[config.mk]
export PLATFORM = sky130hd
export DESIGN_NAME = aes_stream_framer
export DESIGN_NICKNAME = d
export VERILOG_FILES = /design/src/rtl/aes_pkg.sv /design/src/rtl/aes_word_packer.sv /design/src/rtl/aes_stream_framer.sv
export SDC_FILE = /design/constraint.sdc
export NUM_CORES = 1
export LEC_CHECK = 0
export ABC_AREA = 0
export BUFFER_PORTS_ARGS = -buffer_cell sky130_fd_sc_hd__buf_2
export CORE_MARGIN = 2
export CORE_UTILIZATION = 49
export CTS_BUF_LIST = sky130_fd_sc_hd__clkbuf_8
export DETAILED_ROUTE_END_ITERATION = 7
export GPL_TIMING_DRIVEN = 0
export PLACE_DENSITY = 0.78
export REMOVE_ABC_BUFFERS = 1
export SLEW_MARGIN = 20
export SYNTH_ARGS = -nofsm -noshare
export SYNTH_HDL_FRONTEND = slang
export SYNTH_SLANG_ARGS = --single-unit
[constraint.sdc]
create_clock -name clk -period 13.1 [get_ports clk]
set_input_delay 1.31 -clock clk [delete_from_list [all_inputs] [get_ports clk]]
set_output_delay 1.31 -clock clk [all_outputs]
set_load 0.02 [all_outputs]
[src/rtl/aes_pkg.sv]
// Shared types and constants for the AES word-stream framer.
//   state_t       : framer FSM states
//   WORD_W        : stream word width
//   WORDS_PER_BLK : words per 128-bit key / data block
package aes_pkg;

  localparam int unsigned WORD_W        = 32;
  localparam int unsigned WORDS_PER_BLK = 4;
  localparam int unsigned BLK_W         = WORD_W * WORDS_PER_BLK;
  localparam int unsigned CNT_W         = $clog2(WORDS_PER_BLK);

  // Index of the final word in a block
  localparam logic [CNT_W-1:0] LAST_IDX = CNT_W'(WORDS_PER_BLK - 1);

  typedef enum logic [1:0] {
    COLLECT = 2'd0,
    START   = 2'd1,
    WAIT    = 2'd2,
    DRAIN   = 2'd3
  } state_t;

endpackage

[src/rtl/aes_word_packer.sv]
// 4x32 shift register with word counter. Words shift in at the LSB end, so the
// first word of a group ends up in the MSB word; the MSB word is also the next
// word to leave when the register is used for unpacking.
//   clk, rst     : clock, async active-high reset
//   i_load       : parallel load of i_load_data, word count cleared
//   i_shift      : shift left one word, i_word enters at the bottom, count++
//   o_data       : full 128-bit register
//   o_cnt        : words shifted since last load/wrap (wraps at 4)
module aes_word_packer
  import aes_pkg::*;
(
  input  logic              clk,
  input  logic              rst,
  input  logic              i_load,
  input  logic [BLK_W-1:0]  i_load_data,
  input  logic              i_shift,
  input  logic [WORD_W-1:0] i_word,
  output logic [BLK_W-1:0]  o_data,
  output logic [CNT_W-1:0]  o_cnt
);

  logic [BLK_W-1:0] r_data;
  logic [CNT_W-1:0] r_cnt;

  // Load has priority over shift; counter wraps naturally at WORDS_PER_BLK
  always_ff @(posedge clk or posedge rst) begin
    if (rst) begin
      r_data <= '0;
      r_cnt  <= '0;
    end else if (i_load) begin
      r_data <= i_load_data;
      r_cnt  <= '0;
    end else if (i_shift) begin
      r_data <= {r_data[BLK_W-WORD_W-1:0], i_word};
      r_cnt  <= r_cnt + CNT_W'(1);
    end
  end

  assign o_data = r_data;
  assign o_cnt  = r_cnt;

endmodule

[src/rtl/aes_stream_framer.sv]
// Word-stream front/back end for the AES-128 core: packs key and plaintext
// words, pulses the core start, waits for done, then streams the ciphertext
// out as four words.
// Optional feature: define AES_FRAMER_TIMEOUT_EN to abort a WAIT that lasts
// TIMEOUT_CYCLES cycles (err_timeout set, block dropped).
//   clk, rst                    : clock, async active-high reset
//   s_valid/s_ready/s_data/s_key: input word stream (s_key selects key group)
//   m_valid/m_ready/m_data/m_last: ciphertext word stream
//   aes_start/aes_data_in/aes_key/aes_data_out/aes_done: core handshake
//   key_valid                   : full key loaded
//   err_nokey, err_timeout      : sticky error flags
module aes_stream_framer
  import aes_pkg::*;
#(
  parameter int unsigned TIMEOUT_CYCLES = 64,
  parameter int unsigned TO_W           = 7
) (
  input  logic              clk,
  input  logic              rst,
  input  logic              s_valid,
  output logic              s_ready,
  input  logic [WORD_W-1:0] s_data,
  input  logic              s_key,
  output logic              m_valid,
  input  logic              m_ready,
  output logic [WORD_W-1:0] m_data,
  output logic              m_last,
  output logic              aes_start,
  output logic [BLK_W-1:0]  aes_data_in,
  output logic [BLK_W-1:0]  aes_key,
  input  logic [BLK_W-1:0]  aes_data_out,
  input  logic              aes_done,
  output logic              key_valid,
  output logic              err_nokey,
  output logic              err_timeout
);

  // Timeout counter must be able to reach TIMEOUT_CYCLES
  if (TIMEOUT_CYCLES >= (64'd1 << TO_W)) begin : g_to_w_check
    $error("TO_W too narrow for TIMEOUT_CYCLES");
  end

  state_t           r_state;
  state_t           w_next;
  logic             r_s_ready;
  logic             r_m_valid;
  logic             r_m_last;
  logic             r_aes_start;
  logic             r_key_valid;
  logic             r_err_nokey;

  logic             w_accept;
  logic             w_key_shift;
  logic             w_data_shift;
  logic             w_out_load;
  logic             w_out_shift;
  logic             w_key_valid_nxt;
  logic             w_err_nokey_nxt;
  logic             w_to_expired;
  logic [CNT_W-1:0] w_out_idx_nxt;

  logic [BLK_W-1:0] w_key_data;
  logic [BLK_W-1:0] w_pt_data;
  logic [BLK_W-1:0] w_ct_data;
  logic [CNT_W-1:0] w_key_cnt;
  logic [CNT_W-1:0] w_pt_cnt;
  logic [CNT_W-1:0] w_ct_cnt;

  aes_word_packer u_key_packer (
    .clk         (clk),
    .rst         (rst),
    .i_load      (1'b0),
    .i_load_data ({BLK_W{1'b0}}),
    .i_shift     (w_key_shift),
    .i_word      (s_data),
    .o_data      (w_key_data),
    .o_cnt       (w_key_cnt)
  );

  aes_word_packer u_pt_packer (
    .clk         (clk),
    .rst         (rst),
    .i_load      (1'b0),
    .i_load_data ({BLK_W{1'b0}}),
    .i_shift     (w_data_shift),
    .i_word      (s_data),
    .o_data      (w_pt_data),
    .o_cnt       (w_pt_cnt)
  );

  aes_word_packer u_ct_unpacker (
    .clk         (clk),
    .rst         (rst),
    .i_load      (w_out_load),
    .i_load_data (aes_data_out),
    .i_shift     (w_out_shift),
    .i_word      ({WORD_W{1'b0}}),
    .o_data      (w_ct_data),
    .o_cnt       (w_ct_cnt)
  );

`ifdef AES_FRAMER_TIMEOUT_EN
  logic [TO_W-1:0] r_to_cnt;
  logic            r_err_timeout;

  // Counts cycles spent in WAIT; cleared whenever the FSM is elsewhere
  always_ff @(posedge clk or posedge rst) begin
    if (rst) begin
      r_to_cnt <= '0;
    end else if (r_state == WAIT) begin
      r_to_cnt <= r_to_cnt + TO_W'(1);
    end else begin
      r_to_cnt <= '0;
    end
  end

  assign w_to_expired = (r_state == WAIT) && !aes_done &&
                        (r_to_cnt == TO_W'(TIMEOUT_CYCLES - 1));

  always_ff @(posedge clk or posedge rst) begin
    if (rst) begin
      r_err_timeout <= 1'b0;
    end else if (w_to_expired) begin
      r_err_timeout <= 1'b1;
    end
  end

  assign err_timeout = r_err_timeout;
`else
  assign w_to_expired = 1'b0;
  assign err_timeout  = 1'b0;
`endif

  // s_ready is registered, so it also gates the handshake right after reset
  assign w_accept = (r_state == COLLECT) && r_s_ready && s_valid;

  // Next-state and datapath control
  always_comb begin
    w_next          = r_state;
    w_key_shift     = 1'b0;
    w_data_shift    = 1'b0;
    w_out_load      = 1'b0;
    w_out_shift     = 1'b0;
    w_key_valid_nxt = r_key_valid;
    w_err_nokey_nxt = r_err_nokey;
    w_out_idx_nxt   = w_ct_cnt;

    case (r_state)
      COLLECT: begin
        if (w_accept) begin
          if (s_key) begin
            w_key_shift = 1'b1;
            // A new key invalidates the old one from its first word
            if (w_key_cnt == LAST_IDX) begin
              w_key_valid_nxt = 1'b1;
            end else if (w_key_cnt == '0) begin
              w_key_valid_nxt = 1'b0;
            end
          end else if (r_key_valid) begin
            w_data_shift = 1'b1;
            if (w_pt_cnt == LAST_IDX) begin
              w_next = START;
            end
          end else begin
            w_err_nokey_nxt = 1'b1;
          end
        end
      end
      START: begin
        w_next = WAIT;
      end
      WAIT: begin
        if (aes_done) begin
          w_out_load    = 1'b1;
          w_out_idx_nxt = '0;
          w_next        = DRAIN;
        end else if (w_to_expired) begin
          w_next = COLLECT;
        end
      end
      DRAIN: begin
        if (r_m_valid && m_ready) begin
          w_out_shift   = 1'b1;
          w_out_idx_nxt = w_ct_cnt + CNT_W'(1);
          if (w_ct_cnt == LAST_IDX) begin
            w_next = COLLECT;
          end
        end
      end
      default: begin
        w_next = COLLECT;
      end
    endcase
  end

  // State register plus outputs registered from the next state
  always_ff @(posedge clk or posedge rst) begin
    if (rst) begin
      r_state     <= COLLECT;
      r_s_ready   <= 1'b0;
      r_m_valid   <= 1'b0;
      r_m_last    <= 1'b0;
      r_aes_start <= 1'b0;
      r_key_valid <= 1'b0;
      r_err_nokey <= 1'b0;
    end else begin
      r_state     <= w_next;
      r_s_ready   <= (w_next == COLLECT);
      r_m_valid   <= (w_next == DRAIN);
      r_m_last    <= (w_next == DRAIN) && (w_out_idx_nxt == LAST_IDX);
      r_aes_start <= (w_next == START);
      r_key_valid <= w_key_valid_nxt;
      r_err_nokey <= w_err_nokey_nxt;
    end
  end

  assign s_ready     = r_s_ready;
  assign m_valid     = r_m_valid;
  assign m_last      = r_m_last;
  assign aes_start   = r_aes_start;
  assign key_valid   = r_key_valid;
  assign err_nokey   = r_err_nokey;
  assign m_data      = w_ct_data[BLK_W-1 -: WORD_W];
  assign aes_key     = w_key_data;
  assign aes_data_in = w_pt_data;

endmodule
Word-level counts from Yosys, hierarchy flattened. Cells that the tools add are included.

Logic and storage cells: 66. Memories kept: 0. ROM bits: 0. Memory bits (writable): 0. Bits of input ports: 166. Flip-flop bits (word level): 398. Latch bits: 0. Output and inout port bits: 295.

Multiply operators: 0. Multiplexer cells: 28. Reduce and logical (&&, ||, !) cells: 11. Bitwise gates (word level): 2. Divide/modulo/power cells: 0. Order comparisons: 0. Equal/unequal tests: 9. Shift-type cells: 0. Add/sub/neg operators: 3.

Operators by type and width (number): $mux 128 (2); $mux 2 (11); $eq 2x2->1 const B (7); $mux 1 (13); $pmux 2 s4 (1); $reduce_and 4->1 (2); $add 2x1->2 const B (3); $logic_not 2->1 (3); $eq 2x1->1 const B (2); $logic_and 1x1->1 (4); $pmux 2 s2 (1); $reduce_bool 2->1 (2); $not 1->1 (2).

Longest topological paths before layout.
Depth in word-level cells: 8. Gate-level depth with buffers: 8. Gate-level depth less buffers: 4.

Modules after synthesis. Synthesis repeated with hierarchy kept, for this count alone.

Cells, all modules: 1729. Area total of the unflattened synthesis: 18459.0 um2.

By module, submodules not included: aes_word_packer (cells each 564, sequential area each 3253.1 um2, instances 3, area an instance 6018.3 um2); aes_stream_framer (cells each 37, sequential area each 200.2 um2, instances 1, area an instance 404.1 um2).

Least setup slack after synthesis. No wires, ideal clock.

Path kind: input-to-reg. Start: in s_valid. End: reg u_pt_packer.r_data[39], in the netlist u_pt_packer.o_data[39]. Buffers on the path: 2. Required time: 12975 ps. Stages: 5. Setup time: 125 ps. Arrival: 2441 ps. Slack: 10534 ps. Path through: and4bb_2 > nand3b_2 > buf_2 > buf_2 > mux2_2.

Word-level cells in the longest chain between the ends: 3.

RTL lines: start, declared (RTL line aes_stream_framer.sv:20) `input logic s_valid,`; $logic_and 1x1->1 (RTL line aes_stream_framer.sv:135) `assign w_accept = (r_state == COLLECT) && r_s_ready && s_valid;`; $mux 1 (RTL line aes_stream_framer.sv:150) `if (w_accept) begin`; $mux 1 (RTL line aes_stream_framer.sv:148) `case (r_state)`; end signal, assigned (RTL line aes_word_packer.sv:31) `r_data <= i_load_data;`; end signal, assigned (RTL line aes_word_packer.sv:34) `r_data <= {r_data[BLK_W-WORD_W-1:0], i_word};`; end, declared (RTL line aes_word_packer.sv:22) `logic [BLK_W-1:0] r_data;`.

No other way between the ends. A chain may end at the register's enable or synchronous reset.

Final worst setup path.
Start: in aes_done. End: reg u_ct_unpacker.r_data[80], in the netlist u_ct_unpacker.o_data[80].

Word-level cells in the longest chain between the ends: 3. Elaborated cells on any way between the ends: 4. Those cells by class: mux (3); reduce/logical (1).

RTL lines: start, declared (RTL line aes_stream_framer.sv:32) `input logic aes_done,`; $mux 1 (*) (RTL line aes_stream_framer.sv:173) `if (aes_done) begin`; $mux 1 (*) (RTL line aes_stream_framer.sv:148); $mux 128 or $reduce_bool 2->1 (tied branches); end signal, assigned (RTL line aes_word_packer.sv:31); end signal, assigned (RTL line aes_word_packer.sv:34); end, declared (RTL line aes_word_packer.sv:22).

Every way passes the cells marked *; elsewhere a longest branch is shown, timed or not.

==> impl_metrics.py <==
metrics = {
    "clock_tree": {
        "post_cts_resized": 0,
        "post_cts_buffers": 0,
        "cts_buffers": 68,
        "cts_tree": "yes",
        "root_buffer": "clkbuf_8",
        "cts_buffer_depth": 3,
        "cts_max_level": 3,
        "clock_sinks": 398,
        "clk_latency_ns": 0.60,
        "cts_hold_buf": 0,
        "clkTransAtPathRegs_ns": 0.06,
    },
    "global_routing": {
        "grt-ovfl-total": 0,
        "antenna_found_initial": 5,
        "grt_pass1_vias": 10854,
        "grt_max_degree": 112,
        "grt_pass1_wl_mm": 60.6,
        "track_usage": 0.217,
    },
    "critical_path": {
        "start_kind": "input pin",
        "path_common_cell": "buf_12",
        "required_ns": 13.56,
        "critPathMaxStageDelay_ns": 0.39,
        "crit_fanout": 34,
        "cp-startpoint": "aes_done",
        "r2r_start": "r_state[1]",
        "cp_top_family": "buffers and inverters",
        "path_cells": "buf_2 > and3b_4 > buf_12 > buf_12 > buf_12 > buf_12 > mux2_4 > mux2_4",
        "critPathKind": "in2reg",
        "crit_arrival_ns": 3.47,
        "end_kind": "flop",
        "crit_buf_inv": 5,
        "cp_slowest_cell": "and3b_4",
    },
    "timing": {
        "setup_slack_ns": 10.09,
        "rsz0062_at_grt": "no",
        "holdWs_ns": 0.481,
        "tns_ns": 0,
        "setup_violations": 0,
        "finalCritPeriodShare": 0.230,
        "timing.final.max_slew_violations": 0,
        "finClkSkew_ns": 0.0238,
        "hold_viol_final": 0,
        "relSlewSlack": 0.558,
        "worst-slew-pin-transition_ns": 0.660,
        "fin_crit_ns": 3.01,
        "max_freq_mhz": 332,
    },
    "synth": {
        "post-synth-top-area-cell": "dfrtp_1",
        "synth.avg_cell_area_um2": 16.5,
        "ys_seq_area_frac": 0.588,
        "ys_seq_elements": 398,
        "synth_area_leaders": "dfrtp_1 (59%), mux2_2 (17%), mux2_4 (15%)",
        "netlist_area_mm2": 0.0169,
        "yosys_warnings": 0,
        "synth_cells": 1025,
        "synth_top_area_share": 0.588,
        "ys_types": 36,
    },
    "placement": {
        "io_buffers": 459,
        "gp_congestion": 0.782,
        "placed_area_mm2": 0.0195,
        "place_ws_ns": 9.51,
        "dp_hpwl_mm": 28.0,
    },
    "floorplanning": {
        "dieHeight_um": 190,
        "ioPinCount": 461,
        "coreArea_mm2": 0.0343,
        "dieArea_mm2": 0.0360,
        "num_rows": 68,
        "initial_utilization": 0.494,
        "die_x_um": 190,
    },
    "detailed_routing": {
        "wirelength_mm": 39.7,
        "first_pass_iters": 4,
        "vias": 10233,
        "viasPerCell": 5.17,
        "antenna_left": 0,
        "wl_per_cell_um": 20.1,
        "drcViolationCount": 0,
        "drtIter0Drc": 302,
    },
    "job": {
        "cap_violations": 0,
    },
    "pwr": {
        "swShare": 0.283,
        "powerDensity_mw_per_mm2": 169,
        "p_leak_nw": 11.8,
        "pwr-share-seq": 0.418,
        "clock_power_share": 0.305,
        "combPwrFrac": 0.278,
        "vdd_ir_drop_max_v": 0.000116,
        "switching_power_mw": 0.993,
        "internal_power_mw": 2.52,
    },
    "layout": {
        "area_growth_pct": 22.8,
        "finalNetCount": 1646,
        "drive_above_1_share": 0.664,
        "design_area_mm2": 0.0208,
        "nFillCells": 2552,
    },
    "worst_hold_path": {
        "holdCritPathClass": "reg2reg",
        "hp-start": "err_nokey",
    },
    "run_status": {
        "status": "finished, final reports clean",
    },
}
-- placed cells by master (no fill, tap or decap), drive strengths merged, types with 2 or more instances in the layout --
cell	synthesis	routed
nand3	4	4
nand2	5	5
xnor2	2	2
diode	0	2
mux2	433	433
clkbuf	2	77
mux2i	3	3
nor2	3	3
or2	2	2
a22o	33	33
ha	3	3
clkinv	0	8
and3b	2	2
clkinvlp	0	5
o21ai	5	5
nand3b	3	3
o22ai	7	7
a21oi	10	10
dfrtp	398	398
bufinv	0	2
inv	8	32
buf	90	474
-- power by group through the flow --
stage / logic [mW] / clock network, mW / registers (mW)
after detailed placement: 0.975 / 0 / 1.49
final: 0.975 / 1.07 / 1.47
after floorplan: 0.799 / 0 / 1.51
after CTS: 0.983 / 1.10 / 1.47
after global placement: 1.04 / 0 / 1.48
after global routing: 1.04 / 1.15 / 1.48
-- kinds of logic (layout without fill, tap and decap cells) --
kind of cell | count (synthesis) | in the layout | share of synthesized area
xor gates and xnor gates | 2 | 2 | 0.00104
other | 1 | 3 | 0.000222
and+or+nand+nor | 26 | 26 | 0.00968
muxes | 436 | 436 | 0.328
DFF | 398 | 398 | 0.588
buffers and inverters | 100 | 598 | 0.0439
adders and majority gates | 3 | 3 | 0.00222
AOI/OAI and AO/OA | 59 | 59 | 0.0261
-- path summary, 6_finish.rpt --
path / cells after the start / to / slack, ns
max: 8 / u_ct_unpacker.o_data[80] / 10.09
min: 1 / err_nokey / 0.48
max reg2reg: 7 / u_ct_unpacker.o_data[80] / 10.25
min reg2reg: 1 / err_nokey / 0.48
max in group asynchronous: 4 / u_key_packer.o_data[86] / 10.82
min in group asynchronous: 2 / u_ct_unpacker.o_data[125] / 0.82
-- stage by stage --
step | cells | power, mW | util
after floorplan | 933 | 2.31 | -
after global placement | 1847 | 2.52 | 0.556
after detailed placement | 1862 | 2.46 | 0.569
after CTS | 1978 | 3.55 | 0.606
after global routing | 1980 | 3.67 | 0.606
final | 1980 | 3.51 | 0.606
-- metal layers --
layer,part of all wire,global-route usage
met2,0.49,0.361
met4,0.022,0.0769
met5,0.0012,0
met3,0.095,0.0863
met1,0.39,0.256
-- registers in the layout, indices dropped and copies added (netlist names) --
register,count
u_ct_unpacker.o_data,128
m_valid,1
s_ready,1
u_ct_unpacker.o_cnt,2
r_state,2
key_valid,1
aes_start,1
u_key_packer.o_cnt,2
u_pt_packer.o_cnt,2
m_last,1
err_nokey,1
u_pt_packer.o_data,128
u_key_packer.o_data,128
-- cells in the mapped netlist --
| cell type | n |
|---|---|
| dfrtp_1 | 398 |
| mux2_2 | 259 |
| mux2_4 | 174 |
| buf_4 | 40 |
| buf_2 | 37 |
| a22o_1 | 33 |
| a21oi_1 | 10 |
| buf_12 | 8 |
| inv_1 | 8 |
| o22ai_1 | 7 |
| nand2_1 | 5 |
| o21ai_0 | 5 |
| buf_6 | 4 |
| nand3_1 | 4 |
| ha_1 | 3 |
| mux2i_1 | 3 |
| nor2_1 | 3 |
| and3b_1 | 2 |
| clkbuf_1 | 2 |
| nand3b_1 | 2 |
| or2_2 | 2 |
| xnor2_1 | 2 |
| a21boi_0 | 1 |
| a311oi_1 | 1 |
| a41o_1 | 1 |
| and2b_1 | 1 |
| and3_1 | 1 |
| and4_1 | 1 |
| and4bb_2 | 1 |
| buf_8 | 1 |
| conb_1 | 1 |
| nand3b_2 | 1 |
| nand4_1 | 1 |
| nor3b_1 | 1 |
| o21a_1 | 1 |
| or3b_2 | 1 |
-- layout make-up --
cell class              count  area, µm²  share of cell area
repair buffers            474       2670               0.128
clock inverters            39        233              0.0112
clock buffers              77       1060              0.0510
well taps                 455        569              0.0274
inverters                   8       37.5             0.00181
flip-flops and latches    398       9960               0.479
diodes                      2       5.00            0.000241
multi-input cells         527       6260               0.301
Power figures use the tool's default switching activity.
